File: src/rtl/rst_seq_pkg.sv
// Shared types and default constants for the reset sequencer.
package rst_seq_pkg;

    typedef enum logic [1:0] {
        HOLD     = 2'd0,
        RELEASE  = 2'd1,
        WAIT_ACK = 2'd2,
        DONE     = 2'd3
    } rst_seq_state_e;

    localparam int unsigned DEF_NUM_STAGES  = 3;
    localparam int unsigned DEF_SYNC_STAGES = 2;
    localparam int unsigned DEF_HOLD_CYCLES = 16;
    localparam int unsigned DEF_ACK_TIMEOUT = 64;

    // Larger of two unsigned values, used for counter sizing.
    function automatic int unsigned max_u(input int unsigned a, input int unsigned b);
        return (a > b) ? a : b;
    endfunction

endpackage

File: src/rtl/rst_seq_sync.sv
// Reset synchroniser: asserts asynchronously, releases after SYNC_STAGES clk edges.
module rst_sync #(
    parameter int unsigned SYNC_STAGES = 2
) (
    input  logic clk,
    input  logic rst_n,
    output logic rst_sync_n
);

    logic [SYNC_STAGES-1:0] chain_q;

    // Shift ones in from the bottom; rst_n clears the whole chain at once.
    always_ff @(posedge clk or negedge rst_n) begin
        if (!rst_n) begin
            chain_q <= '0;
        end else begin
            chain_q <= {chain_q[SYNC_STAGES-2:0], 1'b1};
        end
    end

    assign rst_sync_n = chain_q[SYNC_STAGES-1];

endmodule

File: src/rtl/rst_seq.sv
// Reset sequencer: releases per-subsystem resets in index order, each gated by an ack.
module rst_seq
    import rst_seq_pkg::*;
#(
    parameter int unsigned NUM_STAGES  = DEF_NUM_STAGES,
    parameter int unsigned SYNC_STAGES = DEF_SYNC_STAGES,
    parameter int unsigned HOLD_CYCLES = DEF_HOLD_CYCLES,
    parameter int unsigned ACK_TIMEOUT = DEF_ACK_TIMEOUT
) (
    input  logic                              clk,
    input  logic                              rst_n,
    input  logic                              sw_rst_req,
    input  logic [NUM_STAGES-1:0]             stage_ack,
    output logic [NUM_STAGES-1:0]             stage_rst_n,
    output logic                              rst_done,
    output logic                              timeout_err,
    output logic [$clog2(NUM_STAGES+1)-1:0]   cur_stage
);

    localparam int unsigned CNT_W = $clog2(max_u(HOLD_CYCLES, ACK_TIMEOUT));
    localparam int unsigned CS_W  = $clog2(NUM_STAGES + 1);

    logic                  rst_sync_n;
    rst_seq_state_e        state_q, state_d;
    logic [CNT_W-1:0]      cnt_q, cnt_d;
    logic [NUM_STAGES-1:0] stage_rst_n_d;
    logic                  rst_done_d;
    logic                  timeout_err_d;
    logic [CS_W-1:0]       cur_stage_d;
    logic [NUM_STAGES-1:0] cur_mask;
    logic                  ack_sel;
    logic                  hold_end;
    logic                  ack_expired;

    rst_sync #(
        .SYNC_STAGES (SYNC_STAGES)
    ) u_sync (
        .clk        (clk),
        .rst_n      (rst_n),
        .rst_sync_n (rst_sync_n)
    );

    // One-hot select of the stage currently being released.
    assign cur_mask    = NUM_STAGES'(1) << cur_stage;
    assign ack_sel     = |(stage_ack & cur_mask);
    assign hold_end    = (cnt_q == CNT_W'(HOLD_CYCLES - 1));
    assign ack_expired = (cnt_q == CNT_W'(ACK_TIMEOUT - 1));

    // State and output registers, cleared by the synchronised reset.
    always_ff @(posedge clk or negedge rst_sync_n) begin
        if (!rst_sync_n) begin
            state_q     <= HOLD;
            cnt_q       <= '0;
            stage_rst_n <= '0;
            rst_done    <= 1'b0;
            timeout_err <= 1'b0;
            cur_stage   <= '0;
        end else begin
            state_q     <= state_d;
            cnt_q       <= cnt_d;
            stage_rst_n <= stage_rst_n_d;
            rst_done    <= rst_done_d;
            timeout_err <= timeout_err_d;
            cur_stage   <= cur_stage_d;
        end
    end

    // Next-state and next-output logic; software reset overrides everything but the sticky error.
    always_comb begin
        state_d       = state_q;
        cnt_d         = cnt_q;
        stage_rst_n_d = stage_rst_n;
        rst_done_d    = rst_done;
        timeout_err_d = timeout_err;
        cur_stage_d   = cur_stage;

        if (sw_rst_req) begin
            state_d       = HOLD;
            cnt_d         = '0;
            stage_rst_n_d = '0;
            rst_done_d    = 1'b0;
            cur_stage_d   = '0;
        end else begin
            case (state_q)
                HOLD: begin
                    if (hold_end) begin
                        state_d = RELEASE;
                        cnt_d   = '0;
                    end else begin
                        cnt_d = cnt_q + CNT_W'(1);
                    end
                end
                RELEASE: begin
                    stage_rst_n_d = stage_rst_n | cur_mask;
                    state_d       = WAIT_ACK;
                    cnt_d         = '0;
                end
                WAIT_ACK: begin
                    if (ack_sel || ack_expired) begin
                        if (!ack_sel) begin
                            timeout_err_d = 1'b1;
                        end
                        cnt_d = '0;
                        if (cur_stage == CS_W'(NUM_STAGES - 1)) begin
                            state_d     = DONE;
                            cur_stage_d = CS_W'(NUM_STAGES);
                            rst_done_d  = 1'b1;
                        end else begin
                            state_d     = RELEASE;
                            cur_stage_d = cur_stage + CS_W'(1);
                        end
                    end else begin
                        cnt_d = cnt_q + CNT_W'(1);
                    end
                end
                DONE: begin
                    rst_done_d = 1'b1;
                end
                default: begin
                    state_d = HOLD;
                end
            endcase
        end
    end

endmodule

File: config.mk
export PLATFORM = sky130hd
export DESIGN_NAME = rst_seq
export DESIGN_NICKNAME = d
export VERILOG_FILES = /design/src/rtl/rst_seq_pkg.sv /design/src/rtl/rst_seq_sync.sv /design/src/rtl/rst_seq.sv
export SDC_FILE = /design/constraint.sdc
export NUM_CORES = 1
export LEC_CHECK = 0
export CAP_MARGIN = 20
export CORE_ASPECT_RATIO = 0.9
export CORE_UTILIZATION = 53
export CTS_CLUSTER_DIAMETER = 30
export DETAILED_ROUTE_END_ITERATION = 16
export HOLD_SLACK_MARGIN = 0.12
export MAX_ROUTING_LAYER = met4
export PLACE_DENSITY = 0.77
export SYNTH_ARGS = -nofsm -noshare
export SYNTH_HDL_FRONTEND = slang
export SYNTH_SLANG_ARGS = --single-unit
File: constraint.sdc
create_clock -name clk -period 0.8 [get_ports clk]
set_input_delay 0.16 -clock clk [delete_from_list [all_inputs] [get_ports clk]]
set_output_delay 0.16 -clock clk [all_outputs]
set_load 0.01 [all_outputs]
* Word level (Yosys, flattened, before mapping)
Index checks and enable logic that the tools add are counted.
Word-level totals: register bits after elaboration 17, input port bits 6
Operators by class: add/sub/neg operators 2, equal/unequal tests 9, shift operators 1, muxes and demuxes 19, bitwise gates (word level) 4, reductions and logical operators 12
Operators with widths (count):
- 6-bit 2-to-1 mux | 3
- 6-bit one-hot mux with 3 select lines | 1
- 2-bit 2-to-1 mux | 8
- 3-bit != test, second input constant | 3
- 6-bit by 1-bit adder with 6-bit output, second input constant | 1
- 2-bit == test, second input constant | 3
- 6-bit by 4-bit == test with 1-bit output, second input constant | 1
- 6-bit == test, second input constant | 1
- 3-bit 2-to-1 mux | 2
- 2-bit one-hot mux with 3 select lines | 1
- 3-bit AND reduction | 2
- 2-bit nonzero test | 3
- 4-bit AND reduction | 1
- 4-bit nonzero test | 1
- 3-bit AND | 1
- 1-bit 2-to-1 mux | 3
- 3-bit OR | 1
- 3-bit nonzero test | 1
- 3-bit OR reduction | 1
- 1-bit by 2-bit << shifter with 3-bit output, first input constant | 1
- 2-bit by 1-bit adder with 2-bit output, second input constant | 1
- 2-bit by 1-bit == test with 1-bit output, second input constant | 1
- 2-bit logical NOT | 1
- 1-bit NOT | 2
- other kinds (3) | 3

* Depth between registers and ports, before layout
word-level depth 7, gate-level depth with buffers 7, gate-level depth less buffers 6

* Cells and area by module
A second synthesis with hierarchy kept.
Unflattened totals: cells, all modules 91, area, all modules 933.4 µm²
Modules (own cells, without submodules):
- rst_seq | times used 1, cells an instance 88, area an instance 879.6 µm², sequential area each 375.4 µm²
- rst_sync | times used 1, cells an instance 3, area an instance 53.8 µm², sequential area each 50.0 µm²

* Worst setup path before layout
OpenSTA, ideal clock, no wires.
path type flip-flop to flip-flop, start register cur_stage[0], end register state_q[0], setup time 0.128 ns, arrival 1.820 ns, path slack -1.148 ns, cell stages (with the launch flop) 7, period minus slack after synthesis 1.948 ns, cells stage by stage dfrtp_1 inv_1 ha_1 a222oi_1 nand3_1 o211ai_2 mux2_1
Between the ends: cells in the longest elaborated chain, start to end 6
Ends and longest elaborated chain:
- start: declaration | RTL line rst_seq.sv:17 | output logic [$clog2(NUM_STAGES+1)-1:0] cur_stage
- start signal: assignment | RTL line rst_seq.sv:64 | cur_stage <= cur_stage_d;
- 1-bit by 2-bit << shifter with 3-bit output | RTL line rst_seq.sv:44 | assign cur_mask = NUM_STAGES'(1) << cur_stage;
- 3-bit AND | RTL line rst_seq.sv:45 | assign ack_sel = |(stage_ack & cur_mask);
- 3-bit OR reduction | RTL line rst_seq.sv:45
- 1-bit logical OR | RTL line rst_seq.sv:99 | if (ack_sel || ack_expired) begin
- 3-bit != test (no line)
- 3-bit AND reduction (no line)
- end signal: assignment | RTL line rst_seq.sv:59 | state_q <= state_d;
- end: declaration | RTL line rst_seq.sv:24 | rst_seq_state_e state_q, state_d;
Every way passes these cells. A chain may end at the register's enable or synchronous reset.

* Worst setup path in the final report
start register cur_stage[1], end register cnt_q[3]
Between the ends: cells in the longest elaborated chain, start to end 7
Ends and longest elaborated chain:
- 1-bit by 2-bit << shifter with 3-bit output | RTL line rst_seq.sv:44
- 3-bit AND | RTL line rst_seq.sv:45
- 3-bit OR reduction | RTL line rst_seq.sv:45
- 1-bit logical OR | RTL line rst_seq.sv:99
- 6-bit 2-to-1 mux | RTL line rst_seq.sv:99
- 6-bit one-hot mux with 3 select lines | RTL line rst_seq.sv:84 | case (state_q)
- 6-bit 2-to-1 mux | RTL line rst_seq.sv:77 | if (sw_rst_req) begin
- end signal: assignment | RTL line rst_seq.sv:60 | cnt_q <= cnt_d;
- end: declaration | RTL line rst_seq.sv:25 | logic [CNT_W-1:0] cnt_q, cnt_d;
Every way passes these cells.

==> run_summary.xml <==
<?xml version="1.0" encoding="UTF-8"?>
<metrics>
  <group name="place">
    <metric name="dp.cells" unit="">164</metric>
    <metric name="dp_slack" unit="ns">-1.210</metric>
    <metric name="dpl-instance-area" unit="um2">1420</metric>
    <metric name="dp_hpwl" unit="um">1975</metric>
    <metric name="final_weighted_congestion_in_routability_driven_placement" unit="">0.7892</metric>
    <metric name="port-buffer-count" unit="">12</metric>
  </group>
  <group name="logic_synthesis">
    <metric name="number_of_warnings_reported_in_the_yosys_synthesis_log" unit="">0</metric>
    <metric name="cell_area_synth" unit="um2">967.2</metric>
    <metric name="yosys_most_used_dff" unit="">dfrtp_1</metric>
    <metric name="postSynthAreaPerCell" unit="um2">10.29</metric>
    <metric name="async_reset_ff_share" unit="%">100.0</metric>
    <metric name="synth-edff-count" unit="">0</metric>
    <metric name="yosys-top-cells-area" unit="">dfrtp_1 44%, ha_1 10%, a21oi_1 4.7%</metric>
    <metric name="synth_top_cells_by_count" unit="">17 x dfrtp_1, 9 x a21oi_1, 8 x ha_1, 8 x inv_1, 7 x nand2_1</metric>
    <metric name="synth.ff_latch_count" unit="">17</metric>
    <metric name="yosysTopAreaCell" unit="">dfrtp_1</metric>
    <metric name="yosys.cell_count.top_type" unit="">dfrtp_1</metric>
    <metric name="postSynthCellCount" unit="">94</metric>
    <metric name="syn-num-nets" unit="">108</metric>
    <metric name="part_of_the_yosys_area_used_for_sequential_elements" unit="%">43.98</metric>
    <metric name="synth_top_area_share" unit="%">43.98</metric>
    <metric name="post_synth_num_cell_types" unit="">35</metric>
  </group>
  <group name="critical_path">
    <metric name="crit_type" unit="">register to register</metric>
    <metric name="worst_setup_path_start_kind" unit="">register</metric>
    <metric name="worst_ep_arrival_time" unit="ns">2.25</metric>
    <metric name="critical_path_required" unit="ns">1.01</metric>
    <metric name="crit_fanout" unit="">5</metric>
    <metric name="critical_path_endpoint_category" unit="">register</metric>
    <metric name="ff2ff_path_depth" unit="">9</metric>
  </group>
  <group name="sta">
    <metric name="final-setup-viol-count" unit="">22</metric>
    <metric name="max_slew_margin" unit="%">56.73</metric>
    <metric name="hold_violations_final" unit="">0</metric>
    <metric name="transition_time_of_the_tightest_slew_check_pin" unit="ns">0.6390</metric>
    <metric name="final_max_slew_viol_count" unit="">0</metric>
    <metric name="final_min_period_over_clock_period" unit="%">255.5</metric>
    <metric name="skew" unit="ns">0.007517</metric>
    <metric name="finalCriticalPeriod" unit="ns">2.044</metric>
    <metric name="post-route-worst-setup-slack" unit="ns">-1.244</metric>
    <metric name="max_freq" unit="GHz">0.4892</metric>
    <metric name="setup_repair_after_global_routing_missed_its_margin" unit="">yes</metric>
  </group>
  <group name="finish">
    <metric name="multiInputGateArea" unit="um2">628.1</metric>
    <metric name="final_cell_area" unit="um2">1573</metric>
    <metric name="fin_nets" unit="">165</metric>
    <metric name="antenna-diode-count" unit="">0</metric>
    <metric name="total_of_fill_cells_in_the_finished_design" unit="">64</metric>
    <metric name="final_layout_size_suffix_gt1_share" unit="%">52.00</metric>
    <metric name="layout.cells.non_filler" unit="">174</metric>
    <metric name="area_overhead_vs_synth" unit="%">62.61</metric>
    <metric name="layout.area.seq" unit="um2">425.4</metric>
  </group>
  <group name="clocking">
    <metric name="tritoncts" unit="">done</metric>
    <metric name="htree_num_levels" unit="">1</metric>
    <metric name="cts_buffers" unit="">3</metric>
    <metric name="worstSkewPairLatency" unit="ns">0.30</metric>
    <metric name="ctsLongestPathBuffers" unit="">2</metric>
    <metric name="clkSlewWorstSetupHoldPaths" unit="ns">0.10</metric>
    <metric name="tritoncts_num_sinks" unit="">17</metric>
    <metric name="clock_tree.root_cell" unit="">clkbuf_4</metric>
  </group>
  <group name="drt">
    <metric name="drtPass1Iterations" unit="">5</metric>
    <metric name="dr_total_vias" unit="">1154</metric>
    <metric name="post-route-drc-count" unit="">0</metric>
    <metric name="detail_route.iter0.violations" unit="">83</metric>
    <metric name="via_to_cell_ratio" unit="">6.632</metric>
    <metric name="detail_route.wirelength" unit="um">3901</metric>
    <metric name="route.antenna.remaining_nets" unit="">0</metric>
    <metric name="wire_per_inst" unit="um">22.42</metric>
  </group>
  <group name="power">
    <metric name="combPwrFrac" unit="%">61.9</metric>
    <metric name="power.leakage" unit="nW">0.7144</metric>
    <metric name="p_sw_share" unit="%">41.03</metric>
    <metric name="vdd.ir_drop.worst" unit="mV">2.205</metric>
    <metric name="share_seq_of_total_power" unit="%">26.6</metric>
    <metric name="switch_pwr" unit="mW">1.706</metric>
    <metric name="power.internal" unit="mW">2.451</metric>
    <metric name="power_density" unit="nW/um2">2643</metric>
    <metric name="clkPwrFrac" unit="%">11.4</metric>
  </group>
  <group name="floorplan">
    <metric name="chipHeight" unit="um">42.53</metric>
    <metric name="std_cell_core_area" unit="um2">1699</metric>
    <metric name="die_area" unit="um2">2000</metric>
    <metric name="die_w" unit="um">47.03</metric>
    <metric name="starting_density_of_the_core" unit="%">56.92</metric>
    <metric name="placementRows" unit="">14</metric>
    <metric name="io_pins" unit="">13</metric>
  </group>
  <group name="global_route">
    <metric name="grt_max_degree" unit="">16</metric>
    <metric name="grt_pass1_wl" unit="um">4712</metric>
    <metric name="globalRoute.totalOverflow" unit="">0</metric>
    <metric name="vias_in_the_first_global_route" unit="">1019</metric>
    <metric name="antenna_violations_before_repair" unit="">0</metric>
    <metric name="grt_usage" unit="%">35.75</metric>
  </group>
  <group name="worst_hold_path">
    <metric name="hold_path.class" unit="">register to asynchronous set/reset pin</metric>
  </group>
  <group name="outcome">
    <metric name="status" unit="">complete, but fails checks</metric>
    <metric name="failed_checks" unit="">negative setup slack</metric>
  </group>
  <group name="job">
    <metric name="timing.max_cap.violations" unit="">0</metric>
  </group>
</metrics>
## layer usage
metal | wire, um | up-vias | global-route usage, % | share of wire, %
met1 | 1324 | 540 | 41.87 | 34
met3 | 421 | 45 | 6.466 | 11
met5 | 0 | - | - | 0
met2 | 1800 | 115 | 53.33 | 46
met4 | 355 | 0 | 25.71 | 9.1
li1 | - | 454 | - | -
## layout make-up
type,count,share of cell area (%)
multi-input combinational,67,39.94
timing repair buffer,54,27.53
sequential,17,27.05
inverter,8,1.909
tap,24,1.909
clock buffer,4,1.671
## placed cells by master (no fill, tap or decap), drive strengths merged, types with 2 or more instances in the layout
master	n
buf	48
dfrtp	17
a21oi	9
inv	8
nand3	8
ha	8
nand2	7
nor2	5
clkdlybuf4s50	5
clkbuf	4
o21ai	4
nor3	3
mux2	2
a21o	2
o311ai	2
## power by group through the flow
stage               Combinational [mW]  Sequential, mW  Clock, mW
floorplan                         1.00            1.13          0
global placement                  1.91            1.09          0
detailed placement                1.98            1.10          0
CTS                               2.14            1.09      0.463
global route                      2.73            1.12      0.505
finish                            2.57            1.11      0.476
## what timing repair did
item,CTS,global route
hold endpoints to repair,2,0
buffers inserted,3,2
pin swaps,9,6
resized for setup,39,12
setup endpoints to repair,22,22
hold buffers,1,0
## worst paths after layout
| path | from | end | slack, ns |
|---|---|---|---|
| max | cur_stage[1] | cnt_q[3] | -1.24 |
| min | u_sync.chain_q[1] | cnt_q[0] | 0.18 |
| max reg2reg | cur_stage[1] | cnt_q[3] | -1.24 |
| min reg2reg | u_sync.chain_q[1] | cnt_q[0] | 0.18 |
| max in group asynchronous | rst_n | u_sync.chain_q[1] | 0.09 |
| min in group clk | u_sync.chain_q[0] | u_sync.chain_q[1] | 0.41 |
## stage by stage
step / utilization [%] / total power [mW] / setup TNS [ns] / hold WS, ns
floorplan: - / 2.137 / -11.22 / -0.1356
global placement: 83.58 / 2.997 / -13.38 / 0.1792
detailed placement: 83.58 / 3.082 / -15.46 / 0.1873
CTS: 87.63 / 3.688 / -13.85 / 0.1942
global route: 92.56 / 4.356 / -17.15 / 0.1995
finish: 92.56 / 4.157 / -16.09 / 0.1769
## cells by family (layout without fill, tap and decap cells)
kind of cell	count (synthesis)	after routing	synth area share, %
AND/OR/NAND/NOR	28	28	16.82
buffers and inverters	10	66	4.010
AO/OA/AOI/OAI	27	27	21.09
flip-flops	17	17	43.98
multiplexers	3	3	3.363
adder cells (fa/ha/maj)	8	8	10.35
other	1	1	0.3877
## state kept, by name (all words and copies together), names as in the netlist
register,cells
timeout_err,1
u_sync.chain_q,2
state_q,2
rst_done,1
stage_rst_n,3
cnt_q,6
cur_stage,2
## worst max-delay path, stage by stage, from the launching register on
cell and delay (ns):
dfrtp_1 0.43, inv_2 0.09, ha_2 0.20, a222oi_1 0.31
buf_4 0.20, buf_4 0.14, a21o_4 0.14, buf_6 0.11
a31oi_1 0.11, o21ai_1 0.22
Note: power is estimated with default switching activity, not from simulation.
==> edit, RTL diff (same flow settings) <==
Set the package constant `DEF_ACK_TIMEOUT` to 128 (it was 64).
--- a/src/rtl/rst_seq_pkg.sv
+++ b/src/rtl/rst_seq_pkg.sv
@@ -11,7 +11,7 @@
     localparam int unsigned DEF_NUM_STAGES  = 3;
     localparam int unsigned DEF_SYNC_STAGES = 2;
     localparam int unsigned DEF_HOLD_CYCLES = 16;
-    localparam int unsigned DEF_ACK_TIMEOUT = 64;
+    localparam int unsigned DEF_ACK_TIMEOUT = 128;
 
     // Larger of two unsigned values, used for counter sizing.
     function automatic int unsigned max_u(input int unsigned a, input int unsigned b);
Behaviour: same outputs for any inputs over 10 cycles, from zero or initial values and one cycle with rst_n low; that may be too few to reach the edited logic, so the function may still have changed.
==> edit against the original RTL <==
  * Non-clock buffer count is 3 lower
  * Largest cell class unchanged
  * Sequential cell count is 1 higher
  * Area after synthesis up 0.91%
  * The flow still finishes with violations (setup timing)
  * Critical path type unchanged
  * Design area fell by 1.5%
  * Setup slack gained 0.21 ns
  * Wire length fell by 21%
Power is not compared: it rests on default switching activity, and its combinational part moved more than twofold at a synthesized area within 25%.
==> edit: results (changes against the original RTL) <==
| Metric | Value |
|---|---|
| Largest regs | cnt_q: 7 flops, stage_rst_n: 3 flops |
| Worst Hold Class | reg -> async |
| First DRT Iteration DRCs | 35 (-58%) |
| Largest net degree at the start of global routing | 17 (+1) |
| Htree depth | 1 (unchanged) |
| Worst VDD drop | 0.00118 V |
| Clock transition at the registers of the reported paths | 0.12 ns (+0.02 ns) |
| Via count | 1031 (-11%) |
| Worst-case clock buffer depth | 2 (unchanged) |
| Vias in the first global route | 976 (-4.2%) |
| TritonCTS Buffers | 3 (unchanged) |
| Synth area leaders | dfrtp_1 46%, ha_1 9.0%, a21oi_1 5.6% |
| Yosys warnings | 0 (unchanged) |
| Status | complete, but fails checks |
| Most instantiated cells after synthesis | 18 x dfrtp_1, 11 x a21oi_1, 9 x nor2_1, 7 x ha_1 |
| I/O Buffers | 12 (unchanged) |
| Worst skew pair latency | 0.33 ns (+0.03 ns) |
| Total GRT Usage | 34.1% (-1.6 points) |
| Worst setup margin | -1.04 ns (+0.206 ns) |
| DP Area | 0.00138 sq mm (-3.0%) |
| DP HPWL | 1860 microns (-5.7%) |
| Layout cells sized above 1 | 50.3% (-1.7 points) |
| Register area share after synthesis | 46.2% (+2.2 points) |
| Initial antenna violation count | 0 (unchanged) |
| Final nets | 167 (+1.2%) |
| Final setup fails | 23 (+4.5%) |
| Total wire length | 3070 microns (-21%) |
| Failing checks | setup timing |
| Pre-antenna DRT Iters | 4 (-1) |
| Post-synth ARST share | 100% (unchanged) |
| Syn nets | 114 (+5.6%) |
| Slowest CP cell | dfrtp_1 |
| Total Neg Setup Slack | -15.43 ns (+0.655 ns) |
| Global-route wire length before repair | 4510 microns (-4.4%) |
| Leakage | around 0.73 nW |
| Routability cong. | 0.880 (+11%) |
| Root buf cell | clkbuf_4 |
| Synth cell types | 34 (-2.9%) |
| CP max FO | 6 (+1) |
| Clock skew | 0.0178 ns (+0.0102 ns) |
| Antenna diodes | 0 (unchanged) |
| CP max stage delay | 0.43 ns (about the same) |
edit: cell count changes after synthesis, moves of 2 or more:
cell	before	now
a211oi_1	0	2
a21o_1	1	4
a21oi_1	9	11
and3_1	0	2
inv_1	8	6
mux2_1	2	0
nand3_1	6	4
nor2_1	5	9
o21ai_0	0	5
o21ai_1	4	1
o41ai_1	0	3
edit: logic make-up after synthesis:
family | count (synthesis) | share of synthesized area, %
AOI/OAI and AO/OA | 36 | 25.5
adders and majority gates | 7 | 8.97
buffers and inverters | 9 | 3.72
DFF | 18 | 46.2
other | 1 | 0.384
and+or+nand+nor | 30 | 15.3
edit: what timing repair did:
action	CTS	global route
resized for setup	38	18
setup buffers	2	3
pin swaps	8	5
setup endpoints to repair	23	23
hold buffers	1	0
hold endpoints to repair	2	0
edit: final timing paths:
| check | slack, ns | endpoint | cells past startpoint | from |
|---|---|---|---|---|
| max in group asynchronous | 0.15 | u_sync.chain_q[0] | 2 | rst_n |
| min reg2reg | 0.17 | cur_stage[1] | 1 | u_sync.chain_q[1] |
| max reg2reg | -1.04 | cnt_q[4] | 7 | cur_stage[1] |
| min | 0.17 | cur_stage[1] | 1 | u_sync.chain_q[1] |
| min in group clk | 0.37 | u_sync.chain_q[1] | 0 | u_sync.chain_q[0] |
| max | -1.04 | cnt_q[4] | 7 | cur_stage[1] |
edit: area by class of cell:
| type | instances | area [sq um] |
|---|---|---|
| Multi-Input combinational cell | 74 | 618 |
| Sequential cell | 18 | 450 |
| Timing Repair Buffer | 51 | 392 |
| Fill cell | 70 | 150 |
| Clock buffer | 4 | 36.3 |
| Tap cell | 24 | 30.0 |
| Inverter | 6 | 22.5 |
edit: critical path, delay by kind of cell, from the launching register on:
| family | cells | cell delay, ns |
|---|---|---|
| AOI/OAI and AO/OA | 4 | 0.88 |
| DFF | 1 | 0.43 |
| buffers and inverters | 2 | 0.28 |
| adders and majority gates | 1 | 0.16 |
edit: stage by stage:
| step | std cells | power (mW) |
|---|---|---|
| 2_1_floorplan | 101 | 1.22 |
| 3_3_place_gp | 167 | 1.45 |
| 3_5_place_dp | 167 | 1.47 |
| 4_1_cts | 174 | 2.09 |
| 5_1_grt | 177 | 2.27 |
| 6_report | 177 | 2.18 |
edit: report_power, final:
| part | leakage (nW) | switching, mW | internal (mW) |
|---|---|---|---|
| Combinational | 0.474 | 0.280 | 0.297 |
| Clock | 0.0210 | 0.325 | 0.279 |
| Sequential | 0.239 | 0.0358 | 0.959 |
| Total | 0.733 | 0.641 | 1.54 |
edit: layer usage:
layer  wire length (microns)  share of wire [%]  vias to the layer above  global-route usage [%]
met2                    1510                 49                       38                    49.3
met3                     170                5.5                       13                    9.36
met5                       0                  0                        -                       -
met4                      82                2.7                        0                    16.0
met1                    1310                 43                      503                    43.8
li1                        -                  -                      477                       -
